`config.mk`:
```
export PLATFORM = sky130hd
export DESIGN_NAME = regfile_wb_arbiter
export DESIGN_NICKNAME = d
export VERILOG_FILES = /design/src/rtl/regfile_pkg.sv /design/src/rtl/rr_arbiter2.sv /design/src/rtl/regfile_wb_arbiter.sv
export SDC_FILE = /design/constraint.sdc
export NUM_CORES = 1
export LEC_CHECK = 0
export CAP_MARGIN = 20
export CORE_ASPECT_RATIO = 1.2
export CORE_UTILIZATION = 36
export DETAILED_ROUTE_END_ITERATION = 16
export PLACE_DENSITY = 0.81
export SLEW_MARGIN = 10
export SYNTH_ARGS = -nofsm -noshare
export SYNTH_HDL_FRONTEND = slang
export SYNTH_SLANG_ARGS = --single-unit
export TNS_END_PERCENT = 10
```
`constraint.sdc`:
```
create_clock -name clk -period 1.58 [get_ports clk]
set_input_delay 0.395 -clock clk [delete_from_list [all_inputs] [get_ports clk]]
set_output_delay 0.395 -clock clk [all_outputs]
set_load 0.02 [all_outputs]
```
`src/rtl/regfile_pkg.sv`:
```
// Shared widths and requester encoding for the register-file writeback arbiter.
// Optional feature macro used by the top: WB_BYPASS_EN.
package regfile_pkg;

  localparam int REG_ADDR_W = 3;
  localparam int DATA_W     = 16;
  localparam int NUM_REGS   = 8;

  typedef enum logic {
    REQ_ALU = 1'b0,
    REQ_MEM = 1'b1
  } requester_e;

  // Round-robin hand-off: the pointer always moves to the requester that lost.
  function automatic requester_e other_req(input requester_e r);
    return (r == REQ_ALU) ? REQ_MEM : REQ_ALU;
  endfunction

endpackage

```
`src/rtl/rr_arbiter2.sv`:
```
// Two-requester round-robin decision: one-hot grant, bit 0 = ALU, bit 1 = MEM.
module rr_arbiter2
  import regfile_pkg::*;
(
  input  logic [1:0]  req,
  input  requester_e  ptr,
  output logic [1:0]  grant,
  output logic        contested
);

  // Uncontested requests win outright; the pointer only breaks ties.
  always_comb begin
    grant     = 2'b00;
    contested = req[0] & req[1];
    case (req)
      2'b01:   grant = 2'b01;
      2'b10:   grant = 2'b10;
      2'b11:   grant = (ptr == REQ_ALU) ? 2'b01 : 2'b10;
      default: grant = 2'b00;
    endcase
  end

endmodule

```
`src/rtl/regfile_wb_arbiter.sv`:
```
// Arbitrates ALU and load-unit writebacks onto one register-file write port and
// tracks pending destinations. Optional macro WB_BYPASS_EN adds read bypass ports.
module regfile_wb_arbiter
  import regfile_pkg::*;
(
  input  logic                  clk,
  input  logic                  rst,
  input  logic                  alu_valid,
  input  logic [REG_ADDR_W-1:0] alu_reg,
  input  logic [DATA_W-1:0]     alu_data,
  output logic                  alu_ready,
  input  logic                  mem_valid,
  input  logic [REG_ADDR_W-1:0] mem_reg,
  input  logic [DATA_W-1:0]     mem_data,
  output logic                  mem_ready,
  output logic                  rf_we,
  output logic [REG_ADDR_W-1:0] rf_wreg,
  output logic [DATA_W-1:0]     rf_wdata,
  input  logic                  issue_valid,
  input  logic [REG_ADDR_W-1:0] issue_reg,
  output logic [NUM_REGS-1:0]   busy
`ifdef WB_BYPASS_EN
  ,
  input  logic [REG_ADDR_W-1:0] rd_reg1,
  input  logic [REG_ADDR_W-1:0] rd_reg2,
  input  logic [DATA_W-1:0]     rf_r1,
  input  logic [DATA_W-1:0]     rf_r2,
  output logic [DATA_W-1:0]     rd_data1,
  output logic [DATA_W-1:0]     rd_data2
`endif
);

  requester_e             ptr_r;
  requester_e             ptr_nxt_s;
  logic [1:0]             grant_s;
  logic                   contested_s;
  logic                   alu_xfer_s;
  logic                   mem_xfer_s;
  logic [NUM_REGS-1:0]    busy_r;
  logic [NUM_REGS-1:0]    busy_nxt_s;
  logic                   rf_we_r;
  logic [REG_ADDR_W-1:0]  rf_wreg_r;
  logic [DATA_W-1:0]      rf_wdata_r;

  rr_arbiter2 u_arb (
    .req       ({mem_valid, alu_valid}),
    .ptr       (ptr_r),
    .grant     (grant_s),
    .contested (contested_s)
  );

  // Ready is masked during reset so nothing can be accepted and then lost.
  assign alu_ready  = grant_s[0] & ~rst;
  assign mem_ready  = grant_s[1] & ~rst;
  assign alu_xfer_s = alu_valid & alu_ready;
  assign mem_xfer_s = mem_valid & mem_ready;

  // Pointer moves only when both requesters competed.
  always_comb begin
    ptr_nxt_s = ptr_r;
    if (contested_s) begin
      ptr_nxt_s = grant_s[0] ? other_req(REQ_ALU) : other_req(REQ_MEM);
    end else begin
      ptr_nxt_s = ptr_r;
    end
  end

  // Scoreboard update: clear on writeback, then set on issue so set wins.
  always_comb begin
    busy_nxt_s = busy_r;
    if (alu_xfer_s) begin
      busy_nxt_s[alu_reg] = 1'b0;
    end else if (mem_xfer_s) begin
      busy_nxt_s[mem_reg] = 1'b0;
    end else begin
      busy_nxt_s = busy_r;
    end
    if (issue_valid) begin
      busy_nxt_s[issue_reg] = 1'b1;
    end else begin
      busy_nxt_s = busy_nxt_s;
    end
  end

  // State and registered write port; rf_wreg/rf_wdata hold when idle.
  always_ff @(posedge clk) begin
    if (rst) begin
      ptr_r      <= REQ_ALU;
      busy_r     <= 8'h00;
      rf_we_r    <= 1'b0;
      rf_wreg_r  <= 3'd0;
      rf_wdata_r <= 16'h0000;
    end else begin
      ptr_r  <= ptr_nxt_s;
      busy_r <= busy_nxt_s;
      if (alu_xfer_s) begin
        rf_we_r    <= 1'b1;
        rf_wreg_r  <= alu_reg;
        rf_wdata_r <= alu_data;
      end else if (mem_xfer_s) begin
        rf_we_r    <= 1'b1;
        rf_wreg_r  <= mem_reg;
        rf_wdata_r <= mem_data;
      end else begin
        rf_we_r    <= 1'b0;
      end
    end
  end

  assign rf_we    = rf_we_r;
  assign rf_wreg  = rf_wreg_r;
  assign rf_wdata = rf_wdata_r;
  assign busy     = busy_r;

`ifdef WB_BYPASS_EN
  assign rd_data1 = (rf_we_r && (rd_reg1 == rf_wreg_r)) ? rf_wdata_r : rf_r1;
  assign rd_data2 = (rf_we_r && (rd_reg2 == rf_wreg_r)) ? rf_wdata_r : rf_r2;
`endif

endmodule

```
* Yosys cells after proc, flatten, opt, wreduce, memory -nomap -nowiden *
Index checks and enable logic that the tools add are counted.

word-level totals
  register bits = 29
  input bits = 46
  output and inout port bits = 30

operators by class
  magnitude comparators = 6
  equal/unequal tests = 3
  multiplexer cells = 18
  bitwise gates (word level) = 11
  reductions and logical operators = 4

operators with widths
  cell                                                                number
  2-to-1 mux 16 bit                                                   2
  2-to-1 mux 8 bit                                                    3
  AND 8 bit                                                           2
  inverter 8 bit                                                      2
  < comparator 3 x 4 -> 1 bit (second input constant)                 3
  demux 1 bit (select 3 bit)                                          3
  greater-or-equal comparator 3 x 1 -> 1 bit (second input constant)  3
  bitwise OR 8 bit                                                    1
  2-to-1 mux 1 bit                                                    6
  2-to-1 mux 3 bit                                                    2
  one-hot mux 2 bit (3 select lines)                                  1
  AND 1 bit                                                           5
  equality test 2 bit (second input constant)                         2
  logical AND 1 bit                                                   3
  equality test 2 x 1 -> 1 bit (second input constant)                1
  2-to-1 mux 2 bit                                                    1
  nonzero test 2 bit                                                  1
  inverter 1 bit                                                      1

* Depth between registers and ports, before layout *
Gate-level depths: netlist (run 1).

  word-level depth = 10
  depth in mapped cells = 6
  depth with buffers taken out = 4

* Modules after synthesis *
Synthesis (run 1) repeated with hierarchy kept, for this count alone.

unflattened totals
  cell total of the unflattened synthesis = 170
  area total of the unflattened synthesis = 1427.6 um2

modules (own cells, without submodules)
  module              times used  cells each  area an instance (um2)
  regfile_wb_arbiter  1           166         1402.6
  rr_arbiter2         1           4           25.0

* Least setup slack after synthesis (run 1) *
No wires, ideal clock.

  path kind = input-to-output
  from = input port rst
  to = output port mem_ready
  arrival = 941 ps
  required time = 1185 ps
  path slack = 244 ps
  stages = 4
  buffers on the path = 1
  cells stage by stage = inv_1 -> buf_4 -> nand3_2 -> inv_1

between the ends
  cells in the longest elaborated chain, start to end = 2

RTL lines
  what             line                      RTL
  start, declared  regfile_wb_arbiter.sv:7   input logic rst,
  inverter 1 bit   regfile_wb_arbiter.sv:54  assign mem_ready = grant_s[1] & ~rst;
  AND 1 bit        regfile_wb_arbiter.sv:54
  end, declared    regfile_wb_arbiter.sv:15  output logic mem_ready,

Every way passes these cells.

* Final worst setup path (run 1) *
  from = input port alu_reg[0]
  to = register busy_r[0] (netlist: busy[0])

between the ends
  cells in the longest elaborated chain, start to end = 9
  elaborated cells between the ends (all ways) = 10
  classes of those cells = order compare (2); mux (4); bitwise (3); reduce/logical (1)

RTL lines
  what                                                                                                             line                      RTL
  start, declared                                                                                                  regfile_wb_arbiter.sv:9   input logic [REG_ADDR_W-1:0] alu_reg,
  < comparator 3 x 4 -> 1 bit (implied by the code) or greater-or-equal comparator 3 x 1 -> 1 bit (tied branches)  regfile_wb_arbiter.sv:72  busy_nxt_s[alu_reg] = 1'b0;
  logical AND 1 bit (implied by the code)                                                                          regfile_wb_arbiter.sv:72
  2-to-1 mux 1 bit (implied by the code)                                                                           regfile_wb_arbiter.sv:72
  demux 1 bit (select 3 bit) *                                                                                     regfile_wb_arbiter.sv:72
  inverter 8 bit (no line) *                                                                                       n/a
  AND 8 bit (no line) *                                                                                            n/a
  2-to-1 mux 8 bit *                                                                                               regfile_wb_arbiter.sv:71  if (alu_xfer_s) begin
  bitwise OR 8 bit (no line)                                                                                       n/a
  2-to-1 mux 8 bit *                                                                                               regfile_wb_arbiter.sv:78  if (issue_valid) begin
  end signal, assigned                                                                                             regfile_wb_arbiter.sv:95  busy_r <= busy_nxt_s;
  end, declared                                                                                                    regfile_wb_arbiter.sv:39  logic [NUM_REGS-1:0] busy_r;

Every way passes the cells marked *; elsewhere a longest branch is shown, timed or not.
A chain may end at the register's enable or synchronous reset.

==> flow_summary.ini, run 1 <==
[outcome]
status = finished clean

[place]
numPortBuffers = 75
routabilityCongestion = 0.893
hpwl_mm = 3.30
pre_cts_slack_ns = -0.605

[drt]
drt_iter0_markers = 88
vias = 1545
drcViolationCount = 0
via_per_inst = 5.97
routed_wl_mm = 4.52
wl_per_cell_um = 17.5
drtAntennaViolNets = 0
first_pass_iters = 7

[timing]
fmax_ghz = 0.650
fin_crit_ns = 1.54
setup_viol = 0
slew_viol_final = 0
worst_slew_pin_slew_ns = 0.375
finClkSkew_ns = 0.00534
whs_ns = 0.492
fin_setup_tns_ns = 0
slew_headroom_pct = 74.8
hold_viol_final = 0
layout_setup_ws_ns = 0.0409
rsz0062_at_grt = no
period_share_pct = 97.4

[critical_path]
critPathMaxStageDelay_ns = 0.54
crit_end = busy[0]
r2r_cells = 5
cp-end-kind = flop
r2r-end = busy[4]
path_cells = clkdlybuf4s50_1 > or3_1 > o211ai_1 > o22ai_1
critPathTopFamily = buffers and inverters
regToRegSetupSlack_ns = 0.21
critPathLaunchType = primary input
crit_fanout = 5
slowest_stage = clkdlybuf4s50_1
crit_arrival_ns = 1.69
crit_type = in2reg
crit_cells = 4
startpoint = alu_reg[0]
timing.critical_path.buf_inv = 1
reg2reg_from = ptr_r
critical_path_required_ns = 1.73

[logic_synthesis]
synth_area_um2 = 1250
synth_top_family_by_area = compound AO/OA/AOI/OAI gates
ys_ff_latch = 29
synth_edf_count = 0
synth_async_sr_flop_share_pct = 0
synth_top_area_share_pct = 46.5
synth_top_area_cell = dfxtp_1
synth_cell_type_count = 33
synth_compound_area_share_pct = 27.8
avgSynthCellArea_um2 = 9.75
synth_area_leaders = dfxtp_1 (47%), a222oi_1 (14%), nor2_1 (6.0%)
synthMuxAreaShare_pct = 0
syn_nets = 174
synthSimpleGateAreaFrac_pct = 18.8
synth-xor-area-share_pct = 0.702
yosys.area_share.adder_pct = 0
synth_cells = 128
synth_warnings = 0
synth_seq_area_share_pct = 46.5
synthFlopType = dfxtp_1

[global_routing]
globalRouteOverflowTotal = 0
grt_util_all_layers_pct = 24.7
grt_max_degree = 23
antenna_found_initial = 0
grt_pass1_vias = 1543
grt_pass1_wl_mm = 6.99

[floorplanning]
start_util_pct = 37.7
core_area_um2 = 3310
die_x_um = 55.7
die_y_um = 66.5
design.die.area_um2 = 3710
pin_count = 76
rows = 23

[pwr]
clock_power_share_pct = 37.7
combPwrFrac_pct = 23.5
seqPwrFrac_pct = 38.7
leakagePower_nw = 0.980
switching_share_pct = 26.0
finalPower_mw = 2.10
p_int_mw = 1.55
p_sw_mw = 0.545
ir_worst_vdd_mv = 0.822
power_density_nw_per_um2 = 938

[finish]
syn2layout_area_growth_pct = 79.2
drive_above_1_share_pct = 17.6
final_util_pct = 67.6
diodes = 0
nNetsFinal = 267
nFillCells = 275

[clock_tree]
cts_buffers = 5
clk_pin_slew_ns = 0.06
insertion_delay_ns = 0.28
htree_num_levels = 2
clkSinkCount = 29
cts_tree = built
cts_root_buf = clkbuf_8
postCtsSetupBuffers = 0
cts_buffer_depth = 2

[min_path]
min_path_type = reg2reg
hold_start = rf_wreg[1]

[flow_run]
drv_cap = 0
-- power groups by stage --
stage	logic, mW	clock network [mW]	registers, mW
after floorplan	0.159	0	0.888
after global placement	0.504	0	0.825
after detailed placement	0.517	0	0.828
after CTS	0.489	0.805	0.811
after global routing	0.526	0.831	0.817
final	0.493	0.791	0.812
-- synth_stat cells, types with 2 or more instances --
cell type / number
dfxtp_1: 29
nor2_1: 20
a222oi_1: 18
o22ai_1: 8
inv_1: 4
nand2_1: 4
nor4_1: 4
o211ai_1: 4
buf_6: 3
clkbuf_1: 3
o311ai_0: 3
buf_2: 2
nand2b_1: 2
nand3_1: 2
nand3b_1: 2
nor3_1: 2
nor4b_1: 2
-- per-layer routing --
metal / up-vias / track usage [%] / share of wire [%]
li1: 695 / - / -
met1: 729 / 23.7 / 35
met2: 109 / 45.6 / 51
met3: 12 / 9.13 / 11
met4: 0 / 13.4 / 2.4
met5: - / 0 / 0
-- registers in the layout, summed over array words and instances, names as in the netlist --
name,cells
busy,8
rf_we,1
rf_wdata,16
rf_wreg,3
ptr_r,1
-- worst register-to-register path, cell delays in order (launching register included) --
cell      delay (ns)
dfxtp_1         0.36
nand2b_4        0.15
nand3_2         0.09
buf_4           0.17
nor4_1          0.35
o22ai_1         0.12
-- area by class of cell --
type / instances / area [µm²] / share of cell area [%]
Tap cell: 37 / 46.3 / 2.07
Sequential cell: 29 / 581 / 26.0
Timing Repair Buffer: 95 / 861 / 38.5
Clock inverter: 1 / 30.0 / 1.34
Inverter: 4 / 15.0 / 0.672
Clock buffer: 7 / 86.3 / 3.86
Multi-Input combinational cell: 86 / 617 / 27.6
-- what timing repair did --
item | CTS | global route
resized for setup | 44 | 4
endpoints found under the setup margin | 57 | 5
pin swaps | 3 | 1
hold buffers | 0 | 0
-- layout by cell type, fill, tap and decap left out, types with 2 or more instances in the layout --
master and n:
nor4b_1 2, o211ai_1 4, nor3_1 2, nor2_1 20, nand2_1 4, o22ai_1 8, o311ai_0 2, o21ai_1 2
a222oi_1 18, buf_4 21, inv_1 3, nand2b_1 2, dlygate4sd2_1 31, nand3b_1 2, nor4_1 4, clkbuf_8 6
clkdlybuf4s50_1 42, dfxtp_1 29
-- per-stage QoR --
| step | std cells | instance area (µm²) |
|---|---|---|
| finish | 259 | 2240 |
| global route | 259 | 2240 |
| CTS | 259 | 2220 |
| detailed placement | 251 | 2130 |
| global placement | 251 | 2130 |
| floorplan | 128 | 1250 |
-- how the worst min path moves through the flow --
stage | end | slack, ns | cells past startpoint
floorplan | rf_wreg[0] | 0.46 | 1
global placement | rf_wdata[7] | 0.48 | 2
detailed placement | rf_wreg[1] | 0.49 | 2
CTS | rf_wreg[1] | 0.50 | 2
global route | rf_wdata[5] | 0.53 | 2
finish | rf_wreg[1] | 0.49 | 2
-- logic make-up after synthesis --
| family | after synthesis |
|---|---|
| AOI/OAI and AO/OA | 41 |
| xor gates and xnor gates | 1 |
| buffers and inverters | 13 |
| DFF | 29 |
| and+or+nand+nor | 44 |
Power figures use the tool's default switching activity.
==> run 2, diff against run 1 <==
Settings changed: ABC_AREA set to 1, CORE_UTILIZATION 36 to 40, PLACE_DENSITY 0.81 to 0.82.
==> run 2 against run 1 <==
Combinational power is 11% lower. Sequential power is 2.5% lower. Fmax is 7.1% higher. Synthesized area is 26% higher.
==> flow_summary.ini, run 2 <==
[timing]
whs_ns = 0.490
fin_crit_ns = 1.44
slew_viol_final = 0
rsz0062_at_grt = no
period_share_pct = 91.0
setup_viol = 0
finClkSkew_ns = 0.00323
hold_viol_final = 0
fmax_ghz = 0.696
slew_headroom_pct = 83.0
worst_slew_pin_slew_ns = 0.254

[clock_tree]
clkSinkCount = 29
cts_tree = built
cts_buffer_depth = 2
clk_pin_slew_ns = 0.06
cts_buffers = 5
holdBufCountCts = 0
htree_num_levels = 2
cts_root_buf = clkbuf_8
insertion_delay_ns = 0.27

[logic_synthesis]
ys_ff_latch = 29
syn_nets = 296
synth_top_area_share_pct = 36.9
synth_cell_type_count = 22
synth_area_um2 = 1570
synth_cells = 250
synth_seq_area_share_pct = 36.9
synthFlopType = dfxtp_1
synth_edf_count = 0
avgSynthCellArea_um2 = 6.29
synth_warnings = 0
synth_top_area_cell = dfxtp_1
synth_area_leaders = dfxtp_1 (37%), nand2_1 (19%), nand3_1 (13%)
synth_async_sr_flop_share_pct = 0
yosysMostFrequentCell = nand2_1
synth_common_cells = nand2_1 (81), nand3_1 (41), inv_1 (37), dfxtp_1 (29), nor2_1 (20)

[finish]
fin_cells = 385
largest_reg_flops = 16
nNetsFinal = 379
layout_common_cells = nand2_1 (81), clkdlybuf4s50_1 (42), nand3_1 (41)
diodes = 0
layout_commonest_cell = nand2_1
syn2layout_area_growth_pct = 56.1
drive_above_1_share_pct = 8.11

[min_path]
min_path_type = reg2reg

[drt]
wl_per_cell_um = 11.0
drtAntennaViolNets = 0
first_pass_iters = 4
drt_iter0_markers = 76
via_per_inst = 4.76
vias = 1833
routed_wl_mm = 4.24
drcViolationCount = 0

[pwr]
clock_power_share_pct = 32.8
leakagePower_nw = 1.28
ir_worst_vdd_mv = 0.415
seqPwrFrac_pct = 43.1
power_density_nw_per_um2 = 748
switching_share_pct = 27.4
p_int_mw = 1.33
combPwrFrac_pct = 24.0
p_sw_mw = 0.502

[global_routing]
antenna_found_initial = 0
grt_pass1_wl_mm = 6.97
grt_pass1_vias = 1707
globalRouteOverflowTotal = 0
grt_util_all_layers_pct = 21.9
grt_max_degree = 24

[place]
hpwl_mm = 3.20
dp.cells = 377
routabilityCongestion = 0.837
numPortBuffers = 75

[critical_path]
path_cells = dlygate4sd2_1 > inv_2 > nand2_2 > nor2_4 > buf_6
crit_type = in2out
timing.critical_path.buf_inv = 3
slowest_stage = dlygate4sd2_1
regToRegSetupSlack_ns = 0.33
cp-end-kind = output port
critPathMaxStageDelay_ns = 0.25
critPathTopFamily = buffers and inverters
crit_fanout = 3
crit_arrival_ns = 1.04
critPathLaunchType = primary input
critical_path_required_ns = 1.18

[floorplanning]
start_util_pct = 42.5
core_area_um2 = 3690
rows = 24
pin_count = 76
design.die.area_um2 = 4180
die_x_um = 59.2
die_y_um = 70.7

[outcome]
status = finished clean

[flow_run]
drv_cap = 0
run 2: changes by cell type in the layout (fill, tap and decap cells not counted), sizes merged, moves of 2 or more:
cell    delta
o311ai     -4
nor4b      -2
nor4       -4
inv       +34
o211ai     -2
buf        -7
nand4      +4
a21oi     +10
nor2       +3
nand2     +79
a222oi    -18
nand3     +38
o22ai      -8
nand2b     -3
run 2: area by class of cell:
| type | instances | area [µm²] |
|---|---|---|
| flip-flops and latches | 29 | 581 |
| multi-input cells | 171 | 767 |
| repair buffers | 88 | 812 |
| fillers | 361 | 1240 |
| inverters | 38 | 143 |
| well taps | 52 | 65.1 |
| clock buffers | 7 | 86.3 |
run 2: what timing repair did:
action                                  in CTS  in global routing
hold endpoints to repair                     0                  0
buffers inserted                             1                  0
endpoints found under the setup margin      30                  0
gates resized for setup                     43                  0
run 2: per-layer routing:
metal / vias up / GRT usage (%) / share of wire (%)
li1: 940 / - / -
met1: 825 / 22.1 / 40
met2: 61 / 40.0 / 52
met3: 7 / 5.48 / 5.8
met4: 0 / 11.1 / 2.0
met5: - / 0 / 0
run 2: metrics by stage:
stage	power [mW]	setup WS, ns	utilization [%]	cell area, µm²	TNS (ns)
2_1_floorplan	1.03	0.334	-	1570	0
3_3_place_gp	1.27	-0.548	64.9	2400	-4.85
3_5_place_dp	1.28	-0.556	64.9	2400	-5.37
4_1_cts	1.87	0.130	66.4	2450	0
5_1_grt	1.94	0.0929	66.4	2450	0
6_report	1.84	0.143	66.4	2450	0
run 2: worst paths after layout:
kind | from | cells past startpoint | end
worst max-delay path | rst | 5 | alu_ready
worst min-delay path | busy[0] | 2 | busy[0]
worst max register to register | ptr_r | 7 | busy[6]
worst min register to register | busy[0] | 2 | busy[0]
run 2: cell families after synthesis:
kind of cell,after synthesis,synth area share (%)
compound gates,18,6.61
buf+inv,50,14.3
flops,29,36.9
simple gates,153,42.2
run 2: power by group through the flow:
stage	logic, mW	clock network [mW]	registers (mW)
global placement	0.464	0	0.808
finish	0.440	0.603	0.792
CTS	0.445	0.629	0.792
global route	0.486	0.660	0.797
floorplan	0.174	0	0.857
detailed placement	0.470	0	0.809
run 2: worst register-to-register path: stages, from the launching register on:
cell,delay [ns]
dfxtp_1,0.37
nand2_1,0.08
inv_1,0.10
nor2_4,0.04
buf_4,0.20
a21boi_0,0.20
nand2_1,0.07
a21oi_1,0.12
